## config.mk

```make
export PLATFORM = sky130hd
export DESIGN_NAME = time_entry_loader_flat
export DESIGN_NICKNAME = d
export VERILOG_FILES = /design/src/rtl/time_entry_loader_pkg.sv /design/src/rtl/time_entry_loader_if.sv /design/src/rtl/time_entry_loader_key_edge_detect.sv /design/src/rtl/time_entry_loader.sv /design/src/flat_wrapper.sv
export SDC_FILE = /design/constraint.sdc
export NUM_CORES = 1
export LEC_CHECK = 0
export ABC_AREA = 1
export CAP_MARGIN = 5
export CORE_MARGIN = 4
export CORE_UTILIZATION = 52
export DETAILED_ROUTE_END_ITERATION = 8
export PLACE_DENSITY = 0.83
export SETUP_SLACK_MARGIN = 0.2
export SLEW_MARGIN = 20
export SYNTH_ARGS = -nofsm -noshare
export SYNTH_HDL_FRONTEND = slang
export SYNTH_SLANG_ARGS = --single-unit
```

## constraint.sdc

```tcl
create_clock -name clock -period 2.2 [get_ports clock]
set_input_delay 0.44 -clock clock [delete_from_list [all_inputs] [get_ports clock]]
set_output_delay 0.44 -clock clock [all_outputs]
set_load 0.01 [all_outputs]
```

## src/rtl/time_entry_loader_pkg.sv

```systemverilog
// Shared timer definitions: state encoding, key codes, digit geometry and the
// MM:SS entry buffer payload.
package time_entry_loader_pkg;

    localparam int unsigned DIGIT_W    = 4;
    localparam int unsigned COUNT_W    = 3;
    localparam int unsigned MAX_DIGITS = 4;

    localparam logic [DIGIT_W-1:0] KEY_START    = 4'hA;
    localparam logic [DIGIT_W-1:0] KEY_CANCEL   = 4'hB;
    localparam logic [DIGIT_W-1:0] SEC_TENS_MAX = 4'd5;

    // 2'd3 is unused and recovers to ST_IDLE.
    typedef enum logic [1:0] {
        ST_IDLE = 2'd0,
        ST_LOAD = 2'd1,
        ST_RUN  = 2'd2
    } state_t;

    // Entry buffer, most significant digit first so a left shift is a concat.
    typedef struct packed {
        logic [DIGIT_W-1:0] min_tens;
        logic [DIGIT_W-1:0] min_units;
        logic [DIGIT_W-1:0] sec_tens;
        logic [DIGIT_W-1:0] sec_units;
    } entry_t;

    function automatic logic is_digit(input logic [DIGIT_W-1:0] code);
        return code <= DIGIT_W'(9);
    endfunction

endpackage

```

## src/rtl/time_entry_loader_if.sv

```systemverilog
// Keypad/timer-chain bus of the entry loader.
//   master: keypad encoder and counter chain (drive keys and timer_done)
//   slave : the loader (drives buffered digits, loadn, enable, status)
interface time_entry_loader_if;
    import time_entry_loader_pkg::*;

    logic               key_pressed;
    logic [DIGIT_W-1:0] key_code;
    logic               timer_done;
    logic [DIGIT_W-1:0] min_tens;
    logic [DIGIT_W-1:0] min_units;
    logic [DIGIT_W-1:0] sec_tens;
    logic [DIGIT_W-1:0] sec_units;
    logic               loadn;
    logic               enable;
    logic [COUNT_W-1:0] digit_count;
    logic               entry_error;

    modport master (
        output key_pressed, key_code, timer_done,
        input  min_tens, min_units, sec_tens, sec_units,
        input  loadn, enable, digit_count, entry_error
    );

    modport slave (
        input  key_pressed, key_code, timer_done,
        output min_tens, min_units, sec_tens, sec_units,
        output loadn, enable, digit_count, entry_error
    );
endinterface

```

## src/rtl/time_entry_loader_key_edge_detect.sv

```systemverilog
// Rising-edge detector for a synchronous button level.
//   clock, clear : clock and async active-high reset
//   level        : button level
//   pulse_c      : one-cycle pulse on the first cycle the level is seen high
// After reset the detector stays disarmed until the level has been seen low,
// so a button held through reset does not produce a spurious event.
module key_edge_detect (
    input  logic clock,
    input  logic clear,
    input  logic level,
    output logic pulse_c
);
    logic key_prev;
    logic armed_q;

    always_ff @(posedge clock or posedge clear) begin
        if (clear) begin
            key_prev <= 1'b0;
            armed_q  <= 1'b0;
        end else begin
            key_prev <= level;
            if (!level) armed_q <= 1'b1;
        end
    end

    assign pulse_c = level & ~key_prev & armed_q;
endmodule

```

## src/rtl/time_entry_loader.sv

```systemverilog
// Keypad front end of the microwave timer: collects BCD digits into an MM:SS
// buffer, validates on START, loads the down-counters and enables counting.
//   clock, clear : clock and async active-high reset
//   bus (slave)  : key_pressed/key_code/timer_done in; digits, loadn, enable,
//                  digit_count, entry_error out (all registered)
module time_entry_loader
    import time_entry_loader_pkg::*;
(
    input  logic                  clock,
    input  logic                  clear,
    time_entry_loader_if.slave    bus
);
    state_t             state_q, state_d;
    entry_t             entry_q, entry_d;
    logic [COUNT_W-1:0] count_q, count_d;
    logic               loadn_q, loadn_d;
    logic               enable_q, enable_d;
    logic               error_q, error_d;
    logic               key_ev;
    logic               start_ok;

    key_edge_detect u_key_edge (
        .clock   (clock),
        .clear   (clear),
        .level   (bus.key_pressed),
        .pulse_c (key_ev)
    );

    // START is legal only for a non-empty buffer with a valid seconds-tens digit.
    assign start_ok = (entry_q != '0) && (entry_q.sec_tens <= SEC_TENS_MAX);

    // State and registered outputs.
    always_ff @(posedge clock or posedge clear) begin
        if (clear) begin
            state_q  <= ST_IDLE;
            entry_q  <= '0;
            count_q  <= '0;
            loadn_q  <= 1'b1;
            enable_q <= 1'b0;
            error_q  <= 1'b0;
        end else begin
            state_q  <= state_d;
            entry_q  <= entry_d;
            count_q  <= count_d;
            loadn_q  <= loadn_d;
            enable_q <= enable_d;
            error_q  <= error_d;
        end
    end

    // Next state, buffer updates and next output values.
    always_comb begin
        state_d = state_q;
        entry_d = entry_q;
        count_d = count_q;
        error_d = 1'b0;

        case (state_q)
            ST_IDLE: begin
                if (key_ev) begin
                    if (is_digit(bus.key_code)) begin
                        if (count_q < COUNT_W'(MAX_DIGITS)) begin
                            entry_d = {entry_q.min_units, entry_q.sec_tens,
                                       entry_q.sec_units, bus.key_code};
                            count_d = count_q + COUNT_W'(1);
                        end
                    end else if (bus.key_code == KEY_CANCEL) begin
                        entry_d = '0;
                        count_d = '0;
                    end else if (bus.key_code == KEY_START) begin
                        if (start_ok) state_d = ST_LOAD;
                        else          error_d = 1'b1;
                    end
                end
            end
            ST_LOAD: state_d = ST_RUN;
            ST_RUN: begin
                if (bus.timer_done || (key_ev && bus.key_code == KEY_CANCEL)) begin
                    state_d = ST_IDLE;
                    entry_d = '0;
                    count_d = '0;
                end
            end
            default: begin
                state_d = ST_IDLE;
                entry_d = '0;
                count_d = '0;
            end
        endcase

        loadn_d  = (state_d != ST_LOAD);
        enable_d = (state_d == ST_RUN);
    end

    assign bus.min_tens    = entry_q.min_tens;
    assign bus.min_units   = entry_q.min_units;
    assign bus.sec_tens    = entry_q.sec_tens;
    assign bus.sec_units   = entry_q.sec_units;
    assign bus.digit_count = count_q;
    assign bus.loadn       = loadn_q;
    assign bus.enable      = enable_q;
    assign bus.entry_error = error_q;
endmodule

```

## src/flat_wrapper.sv

```systemverilog
// flat-port wrapper written by rule: the top's interface ports become plain ports
module time_entry_loader_flat import time_entry_loader_pkg::*;
  (clock, clear, bus_key_pressed, bus_key_code, bus_timer_done, bus_min_tens, bus_min_units, bus_sec_tens, bus_sec_units, bus_loadn, bus_enable, bus_digit_count, bus_entry_error);
  time_entry_loader_if bus_i ();
  input  logic clock;
  input  logic clear;
  input wire logic [$bits(bus_i.key_pressed)-1:0] bus_key_pressed;
  input wire logic [$bits(bus_i.key_code)-1:0] bus_key_code;
  input wire logic [$bits(bus_i.timer_done)-1:0] bus_timer_done;
  output wire logic [$bits(bus_i.min_tens)-1:0] bus_min_tens;
  output wire logic [$bits(bus_i.min_units)-1:0] bus_min_units;
  output wire logic [$bits(bus_i.sec_tens)-1:0] bus_sec_tens;
  output wire logic [$bits(bus_i.sec_units)-1:0] bus_sec_units;
  output wire logic [$bits(bus_i.loadn)-1:0] bus_loadn;
  output wire logic [$bits(bus_i.enable)-1:0] bus_enable;
  output wire logic [$bits(bus_i.digit_count)-1:0] bus_digit_count;
  output wire logic [$bits(bus_i.entry_error)-1:0] bus_entry_error;
  assign bus_i.key_pressed = bus_key_pressed;
  assign bus_i.key_code = bus_key_code;
  assign bus_i.timer_done = bus_timer_done;
  assign bus_min_tens = bus_i.min_tens;
  assign bus_min_units = bus_i.min_units;
  assign bus_sec_tens = bus_i.sec_tens;
  assign bus_sec_units = bus_i.sec_units;
  assign bus_loadn = bus_i.loadn;
  assign bus_enable = bus_i.enable;
  assign bus_digit_count = bus_i.digit_count;
  assign bus_entry_error = bus_i.entry_error;
  time_entry_loader u_core (.clock(clock), .clear(clear), .bus(bus_i));
endmodule
```

==> results of run 1 <==
synth_stat cells (3+ instances only):
| cell type | n | area [sq um] |
|---|---|---|
| nand2_1 | 28 | 105.1 |
| dfrtp_1 | 25 | 625.6 |
| nand4_1 | 15 | 93.84 |
| nand2_2 | 12 | 75.07 |
| nand2_4 | 10 | 112.6 |
| nor2_1 | 9 | 33.78 |
| inv_1 | 7 | 26.28 |
| nand3_1 | 5 | 25.02 |
| clkbuf_1 | 3 | 11.26 |
cell families (layout without fill, tap and decap cells):
kind of cell,Yosys count,after routing
AND/OR/NAND/NOR,90,90
flip-flops,26,26
buffers and inverters,13,44
AO/OA/AOI/OAI,3,3
adder cells (fa/ha/maj),1,1
per-stage QoR:
stage               cell area (sq um)  power, uW  instances  worst slack [ns]
finish                           1635       1326        192            0.3879
global route                     1635       1412        192            0.3081
CTS                              1635       1343        192            0.3674
detailed placement               1609       1133        188           0.07459
global placement                 1609       1117        188            0.1202
floorplan                        1297      906.9        133            0.8330
layer usage:
metal	routed length [um]	global-route usage	up-vias
li1	-	-	500
met1	1209	0.2578	482
met2	1303	0.2806	37
met3	146	0.02450	2
met4	18	0.05960	0
met5	0	0	-
registers in the layout (all words and copies together) (netlist names), 2 cells and up:
register,cells
u_core.bus.sec_units,4
u_core.bus.digit_count,3
u_core.bus.sec_tens,4
u_core.state_q,2
u_core.bus.min_units,4
u_core.bus.min_tens,4
layout make-up:
class	count	area (sq um)	area share
Inverter	8	30.03	0.01836
Sequential cell	26	651.9	0.3986
Timing Repair Buffer	32	312.8	0.1913
Tap cell	28	35.03	0.02142
Multi-Input combinational cell	94	579.3	0.3542
Clock buffer	4	26.28	0.01607
worst paths after layout:
| path | startpoint | endpoint | slack, ns |
|---|---|---|---|
| worst max-delay path | u_core.bus.loadn | bus_loadn | 0.39 |
| worst min-delay path | clear | u_core.bus.min_tens[1] | 0.47 |
| worst max register to register | u_core.u_key_edge.armed_q | u_core.bus.sec_tens[2] | 0.72 |
| worst min register to register | u_core.bus.digit_count[2] | u_core.bus.digit_count[2] | 0.53 |
| max in group asynchronous | clear | u_core.bus.loadn | 1.44 |
| min in group clock | u_core.bus.digit_count[2] | u_core.bus.digit_count[2] | 0.53 |
report_power, final:
part	internal, uW	switching [uW]	total [uW]	leakage [uW]
Sequential	555	108	663	0.000346
Clock	70.9	136	207	0.0000150
Combinational	240	215	455	0.000440
Total	866	460	1330	0.000800
==> results by group, run 1 <==
Run status
  • Status: finished clean

Floorplanning
  • Std cell rows: 17
  • Initial Utilization: 0.5648
  • Die footprint: 3358 sq um
  • Die W: 57.95 um
  • Die Ht: 57.95 um
  • I/O Pins: 30
  • Core area: 2297 sq um

Placed design
  • Gpl congestion: 0.8624
  • Port bufs: 29
  • HPWL Detailed: 1980 um

Timing
  • Final setup vio count: 0
  • Hold_ws: 0.4661 ns
  • Final Slew Violations: 0
  • Fmax: 551.8 MHz
  • RSZ-0062 raised after global routing: no
  • Worst slew pin tran: 0.4194 ns
  • Hold Fails Final Rpt: 0
  • Rel. slew slack: 0.7197
  • Clock Skews: 0.001196 ns
  • Tcrit/Tclk final: 0.8237
  • Fin crit period: 1.812 ns
  • Post-Route Setup TNS: 0 ns

Logic synthesis
  • Count of cell types in the netlist: 23
  • Post-synth EDFFs: 0
  • Simple-Gate Fraction of Synth Area: 0.4224
  • Syn_area_per_cell: 9.756 sq um
  • Xor/xnor share of the synthesized area: 0
  • Post-synthesis register bit count: 26
  • Prevailing post-synth register cell: dfrtp_1
  • Syn nets: 142
  • Area share of fa/ha/maj cells after synthesis: 0.009643
  • Cells after Synth: 133
  • Mux contribution to synthesized area: 0
  • Post-Syn Area: 1297 sq um
  • Largest family of logic cells by synthesized area: simple AND/OR/NAND/NOR gates
  • Synth Area in Compound Gates: 0.01446
  • Register area share after synthesis: 0.5024
  • Number of synthesis warnings: 0
  • Ys async rst share: 1.000

Drt
  • Post-route DRC violation count: 0
  • Drt via density: 5.318
  • DR pass1 iterations: 4
  • Wirelength per Cell: 13.94 um
  • Final wirelength: 2677 um
  • Via count: 1021
  • Antenna Violating Nets Remaining: 0
  • Starting DRT DRC Count: 32

Cells and area
  • Fillers: 191
  • Commonest cells after routing, fill and taps aside: clkdlybuf4s50_1, nand2_1, dfrtp_1, nand4_1, nand2_2
  • Nets@finish: 174
  • Commonest non-fill, non-tap cell in the layout: clkdlybuf4s50_1
  • Fraction of layout cells with a size suffix above 1: 0.2317
  • Ant diodes: 0
  • Final Util: 0.7119
  • Area grow syn2layout: 26.04%

Worst setup path
  • CP cell instances: clkdlybuf4s50_1
  • Crit path DAT: 1.37 ns
  • Buf/Inv on CP: 1
  • Critical-path top delay cell: dfstp_2
  • Setup crit start kind: register
  • Crit end category: output port
  • Reg2Reg Depth: 7
  • CP delay by family, top: flip-flops
  • CP Class: reg2out
  • Worst Path Required: 1.76 ns
  • Largest stage delay, worst path: 0.54 ns
  • Worst Path Max Fanout: 1
  • Number of cells on the critical path: 1

Clock network
  • Clock sink count: 26
  • Clk Latency, worst-skew pair: 0.31 ns
  • Clk slew on worst S/H paths: 0.13 ns
  • Hold_buf cts: 0
  • Num CTS Buffers: 3
  • CTS tree: done
  • H-Tree Level Count: 1
  • Root buf cell: clkbuf_4
  • # Post-CTS Setup Buffers: 0
  • Post-cts resize count: 0
  • Maximum clock path buffer count: 2

Global routing
  • Largest net degree at the start of global routing: 27
  • GRT Overall Usage: 0.1799
  • First-pass GRT wire length: 4747 um
  • GR Overflow Total: 0
  • Vias in the first global route: 1043
  • Initial antenna violation count: 0

Power
  • Max VDD drop: 0.6423 mV
  • Leak Pwr: 0.0008002 uW
  • Pwr/cell area: 810.7 nW/um^2

Flow run
  • Max-cap violations: 0

Min path
  • HP Class: in2async
Power figures use the tool's default switching activity.
==> run 2, diff against run 1 <==
Settings changed: CORE_UTILIZATION 52 to 49, PLACE_DENSITY 0.83 to 0.78.
Clock period 2.2 ns to 1.9 ns, I/O delays scaled along.
==> run 2 against run 1 <==
- routed wire length is 9.5% higher
- global-route usage is 1.4 points higher
- via count is 11% higher
- sequential share of layout area is 3.7 points lower
==> results by group, run 2 (synthesized netlist as in run 1, its figures left out) <==
Run status
  • Status: finished clean

Worst setup path
  • Reg2Reg Setup Slack: 0.60 ns
  • Largest stage delay, worst path: 0.55 ns
  • Reg2Reg Depth: 8
  • CP cell instances: clkdlybuf4s50_1
  • Reg2reg end: u_core.bus.sec_units[3]
  • Worst R2R Start: u_core.u_key_edge.armed_q
  • Setup crit start kind: register
  • Critical-path top delay cell: clkdlybuf4s50_1
  • CP Class: reg2out
  • Crit end category: output port
  • Worst Path Max Fanout: 3
  • Worst Path Required: 1.52 ns
  • CP delay by family, top: buffers and inverters
  • Buf/Inv on CP: 1
  • Crit path DAT: 1.27 ns

Clock network
  • Root buf cell: clkbuf_4
  • Clk slew on worst S/H paths: 0.14 ns
  • Clock sink count: 26
  • Num CTS Buffers: 3
  • Maximum clock path buffer count: 2
  • H-Tree Level Count: 1
  • Clk Latency, worst-skew pair: 0.33 ns
  • CTS tree: done

Floorplanning
  • Std cell rows: 18
  • Die W: 59.46 um
  • Initial Utilization: 0.5190
  • I/O Pins: 30
  • Die Ht: 59.46 um
  • Core area: 2500 sq um
  • Die footprint: 3535 sq um

Global routing
  • First-pass GRT wire length: 5154 um
  • Largest net degree at the start of global routing: 27
  • Vias in the first global route: 1176
  • Initial antenna violation count: 0
  • GRT Overall Usage: 0.1942
  • GR Overflow Total: 0

Min path
  • HP Class: in2async

Timing
  • Fmax: 605.5 MHz
  • Post-Route Setup TNS: 0 ns
  • Hold_ws: 0.3907 ns
  • Setup WS post-layout: 0.2486 ns
  • Hold Fails Final Rpt: 0
  • RSZ-0062 raised after global routing: no
  • Worst slew pin tran: 0.3318 ns
  • Rel. slew slack: 0.7788
  • Fin crit period: 1.651 ns
  • Clock Skews: 0.002965 ns
  • Tcrit/Tclk final: 0.8692
  • Final Slew Violations: 0
  • Final setup vio count: 0

Drt
  • Via count: 1130
  • DR pass1 iterations: 4
  • Wirelength per Cell: 13.63 um
  • Drt via density: 5.256
  • Post-route DRC violation count: 0
  • Starting DRT DRC Count: 25
  • Antenna Violating Nets Remaining: 0
  • Final wirelength: 2931 um

Placed design
  • HPWL Detailed: 2070 um
  • Port bufs: 29
  • Worst slack, placed: 0.03905 ns
  • Gpl congestion: 0.7793
  • Placed cell count: 194

Power
  • Max VDD drop: 0.6945 mV
  • Pwr/cell area: 925.1 nW/um^2
  • Leak Pwr: 0.0009416 uW

Cells and area
  • Nets@finish: 195
  • Ant diodes: 0
  • Area grow syn2layout: 39.92%
  • Fraction of layout cells with a size suffix above 1: 0.3351
  • Final Util: 0.7262
  • Commonest cells after routing, fill and taps aside: nand2_1, clkdlybuf4s50_1, buf_4, dfrtp_1, nand4_1
  • Commonest non-fill, non-tap cell in the layout: nand2_1
  • Layout Cells excl Fill: 215

Flow run
  • Max-cap violations: 0
## run 2: cell types whose count changed in the layout (fill, tap and decap cells not counted)
cell | before | now
buf_12 | 0 | 1
dfrtp_1 | 25 | 22
dfrtp_2 | 0 | 3
dlymetal6s2s_1 | 0 | 2
buf_4 | 3 | 23
clkdlybuf4s50_1 | 29 | 26
dlygate4sd2_1 | 0 | 1
## run 2: cell type report
class,count,area (sq um)
fillers,194,684.4
flip-flops and latches,26,655.6
multi-input cells,94,579.3
repair buffers,53,486.7
well taps,30,37.54
inverters,8,30.03
clock buffers,4,26.28
## run 2: per-stage QoR
stage	instance area, sq um	total power [uW]
CTS	1780	1674
finish	1815	1680
global route	1815	1788
floorplan	1297	1050
global placement	1654	1312
detailed placement	1654	1324
## run 2: worst max-delay path by stage
stage                              endpoint  cells past startpoint  slack, ns                    start
floorplan            u_core.bus.sec_tens[0]                      8       0.59          bus_key_pressed
global placement    u_core.bus.min_units[3]                      9       0.11          bus_key_pressed
detailed placement  u_core.bus.min_units[2]                      9       0.04          bus_key_code[1]
CTS                        bus_min_units[1]                      1       0.21  u_core.bus.min_units[1]
global route               bus_min_units[1]                      1       0.20  u_core.bus.min_units[1]
finish                     bus_min_units[0]                      1       0.25  u_core.bus.min_units[0]
## run 2: routing by layer
metal,track usage,up-vias,share of wire
met5,0,-,0
met4,0.09709,0,0.018
met3,0.02179,5,0.039
met2,0.3183,22,0.48
met1,0.2521,560,0.46
li1,-,543,-
## run 2: power by group
group	total, uW	switching [uW]	leakage, uW	internal, uW
Combinational	729	341	0.000585	388
Sequential	703	57.2	0.000341	645
Clock	248	166	0.0000150	82.5
Total	1680	564	0.000942	1120
## run 2: repair_timing
| item | CTS | global route |
|---|---|---|
| endpoints found under the setup margin | 14 | 6 |
| hold buffers | 0 | 0 |
| pin swaps | 0 | 0 |
| resized for setup | 4 | 2 |
| setup buffers | 13 | 4 |
==> run 3, diff against run 2 <==
Settings changed: SKIP_CTS_REPAIR_TIMING set to 1.
==> run 3 against run 2 <==
- via count rose by 1.7%
- global-route usage fell by 0.87 points
- non-clock buffer count rose by 3
- sequential power rose by 3.6%
- routed wire length rose by 9.8%
- power rose by 2.6%
- register-to-register slack got worse by 0.02 ns
- cell count rose by 1.4%
- highest routed layer unchanged
==> results by group, run 3 (synthesized netlist as in run 1, its figures left out) <==
Run status
  • Status: finished clean

Floorplanning
  • Die footprint: 3535 sq um
  • Die W: 59.46 um
  • Std cell rows: 18
  • Die Ht: 59.46 um
  • Core area: 2500 sq um
  • I/O Pins: 30
  • Initial Utilization: 0.5190

Timing
  • Fmax: 599.1 MHz
  • Worst slew pin tran: 0.3297 ns
  • Hold Fails Final Rpt: 0
  • Fin crit period: 1.669 ns
  • Post-Route Setup TNS: 0 ns
  • Tcrit/Tclk final: 0.8786
  • Final Slew Violations: 0
  • Setup WS post-layout: 0.2307 ns
  • RSZ-0062 raised after global routing: no
  • Hold_ws: 0.3842 ns
  • Final setup vio count: 0
  • Rel. slew slack: 0.7802
  • Clock Skews: 0.0006062 ns

Worst setup path
  • Crit end category: output port
  • Reg2Reg Depth: 8
  • Worst Path Required: 1.52 ns
  • CP delay by family, top: buffers and inverters
  • Setup crit start kind: register
  • Reg2Reg Setup Slack: 0.58 ns
  • Worst Path Max Fanout: 3
  • CP cell instances: clkdlybuf4s50_1
  • Worst R2R Start: u_core.u_key_edge.armed_q
  • Largest stage delay, worst path: 0.54 ns
  • Buf/Inv on CP: 1
  • Critical-path top delay cell: clkdlybuf4s50_1
  • Crit path DAT: 1.29 ns
  • Reg2reg end: u_core.bus.min_units[1]
  • CP Class: reg2out

Cells and area
  • Nets@finish: 198
  • Ant diodes: 0
  • Commonest non-fill, non-tap cell in the layout: nand2_1
  • Area grow syn2layout: 43.01%
  • Fraction of layout cells with a size suffix above 1: 0.3723
  • Area of the multi-input gates: 579.3 sq um
  • Sequential cell area: 661.9 sq um
  • Fillers: 182
  • Post-route cell area: 1856 sq um
  • Commonest cells after routing, fill and taps aside: nand2_1, buf_4, clkdlybuf4s50_1, dfrtp_1, nand4_1

Drt
  • Starting DRT DRC Count: 31
  • DR pass1 iterations: 4
  • Final wirelength: 3218 um
  • Via count: 1149
  • Drt via density: 5.271
  • Wirelength per Cell: 14.76 um
  • Antenna Violating Nets Remaining: 0
  • Post-route DRC violation count: 0

Placed design
  • Worst slack, placed: 0.03905 ns
  • HPWL Detailed: 2070 um
  • Placed instance area: 1654 sq um
  • Gpl congestion: 0.7793
  • Port bufs: 29

Clock network
  • Num CTS Buffers: 3
  • Root buf cell: clkbuf_4
  • Maximum clock path buffer count: 2
  • Clock sink count: 26
  • Clk Latency, worst-skew pair: 0.33 ns
  • H-Tree Level Count: 1
  • CTS tree: done
  • Clk slew on worst S/H paths: 0.14 ns

Global routing
  • First-pass GRT wire length: 4940 um
  • GRT Overall Usage: 0.1855
  • Initial antenna violation count: 0
  • GR Overflow Total: 0
  • Vias in the first global route: 1087
  • Largest net degree at the start of global routing: 27

Power
  • Leak Pwr: 0.001004 uW
  • Max VDD drop: 0.6884 mV
  • Pwr/cell area: 928.9 nW/um^2

Min path
  • HP Class: in2async

Flow run
  • Max-cap violations: 0
==> run 3: area by class of cell <==
class | count | area share
clock buffer | 4 | 0.01416
multi-input combinational | 94 | 0.3122
inverter | 8 | 0.01618
tap | 30 | 0.02023
sequential | 26 | 0.3567
timing repair buffer | 56 | 0.2805
==> run 3: power by group <==
group	internal (uW)	switching, uW	leakage, uW
sequential	651	77.0	0.000334
combinational	403	341	0.000655
clock	82.6	168	0.0000150
total	1140	586	0.00100
==> run 3: how the worst max path moves through the flow <==
stage          cells past startpoint                 endpoint  slack (ns)                     from
2_1_floorplan                      8   u_core.bus.sec_tens[0]        0.59          bus_key_pressed
3_3_place_gp                       9  u_core.bus.min_units[3]        0.11          bus_key_pressed
3_5_place_dp                       9  u_core.bus.min_units[2]        0.04          bus_key_code[1]
4_1_cts                            1                bus_loadn        0.11         u_core.bus.loadn
5_1_grt                            1         bus_min_units[2]        0.19  u_core.bus.min_units[2]
6_report                           1         bus_sec_units[1]        0.23  u_core.bus.sec_units[1]
==> run 3: metal layers <==
metal / track usage / vias to the layer above / wire length (um)
li1: - / 544 / -
met1: 0.2465 / 560 / 1303
met4: 0.08738 / 0 / 53
met5: 0 / - / 0
met2: 0.2995 / 40 / 1665
met3: 0.02179 / 5 / 196
==> run 3: metrics by stage <==
step	power, uW	utilization	cells
after floorplan	1050	-	133
after global placement	1312	0.6617	194
after detailed placement	1324	0.6617	194
after CTS	1572	0.6722	198
after global routing	1830	0.7422	218
final	1724	0.7422	218
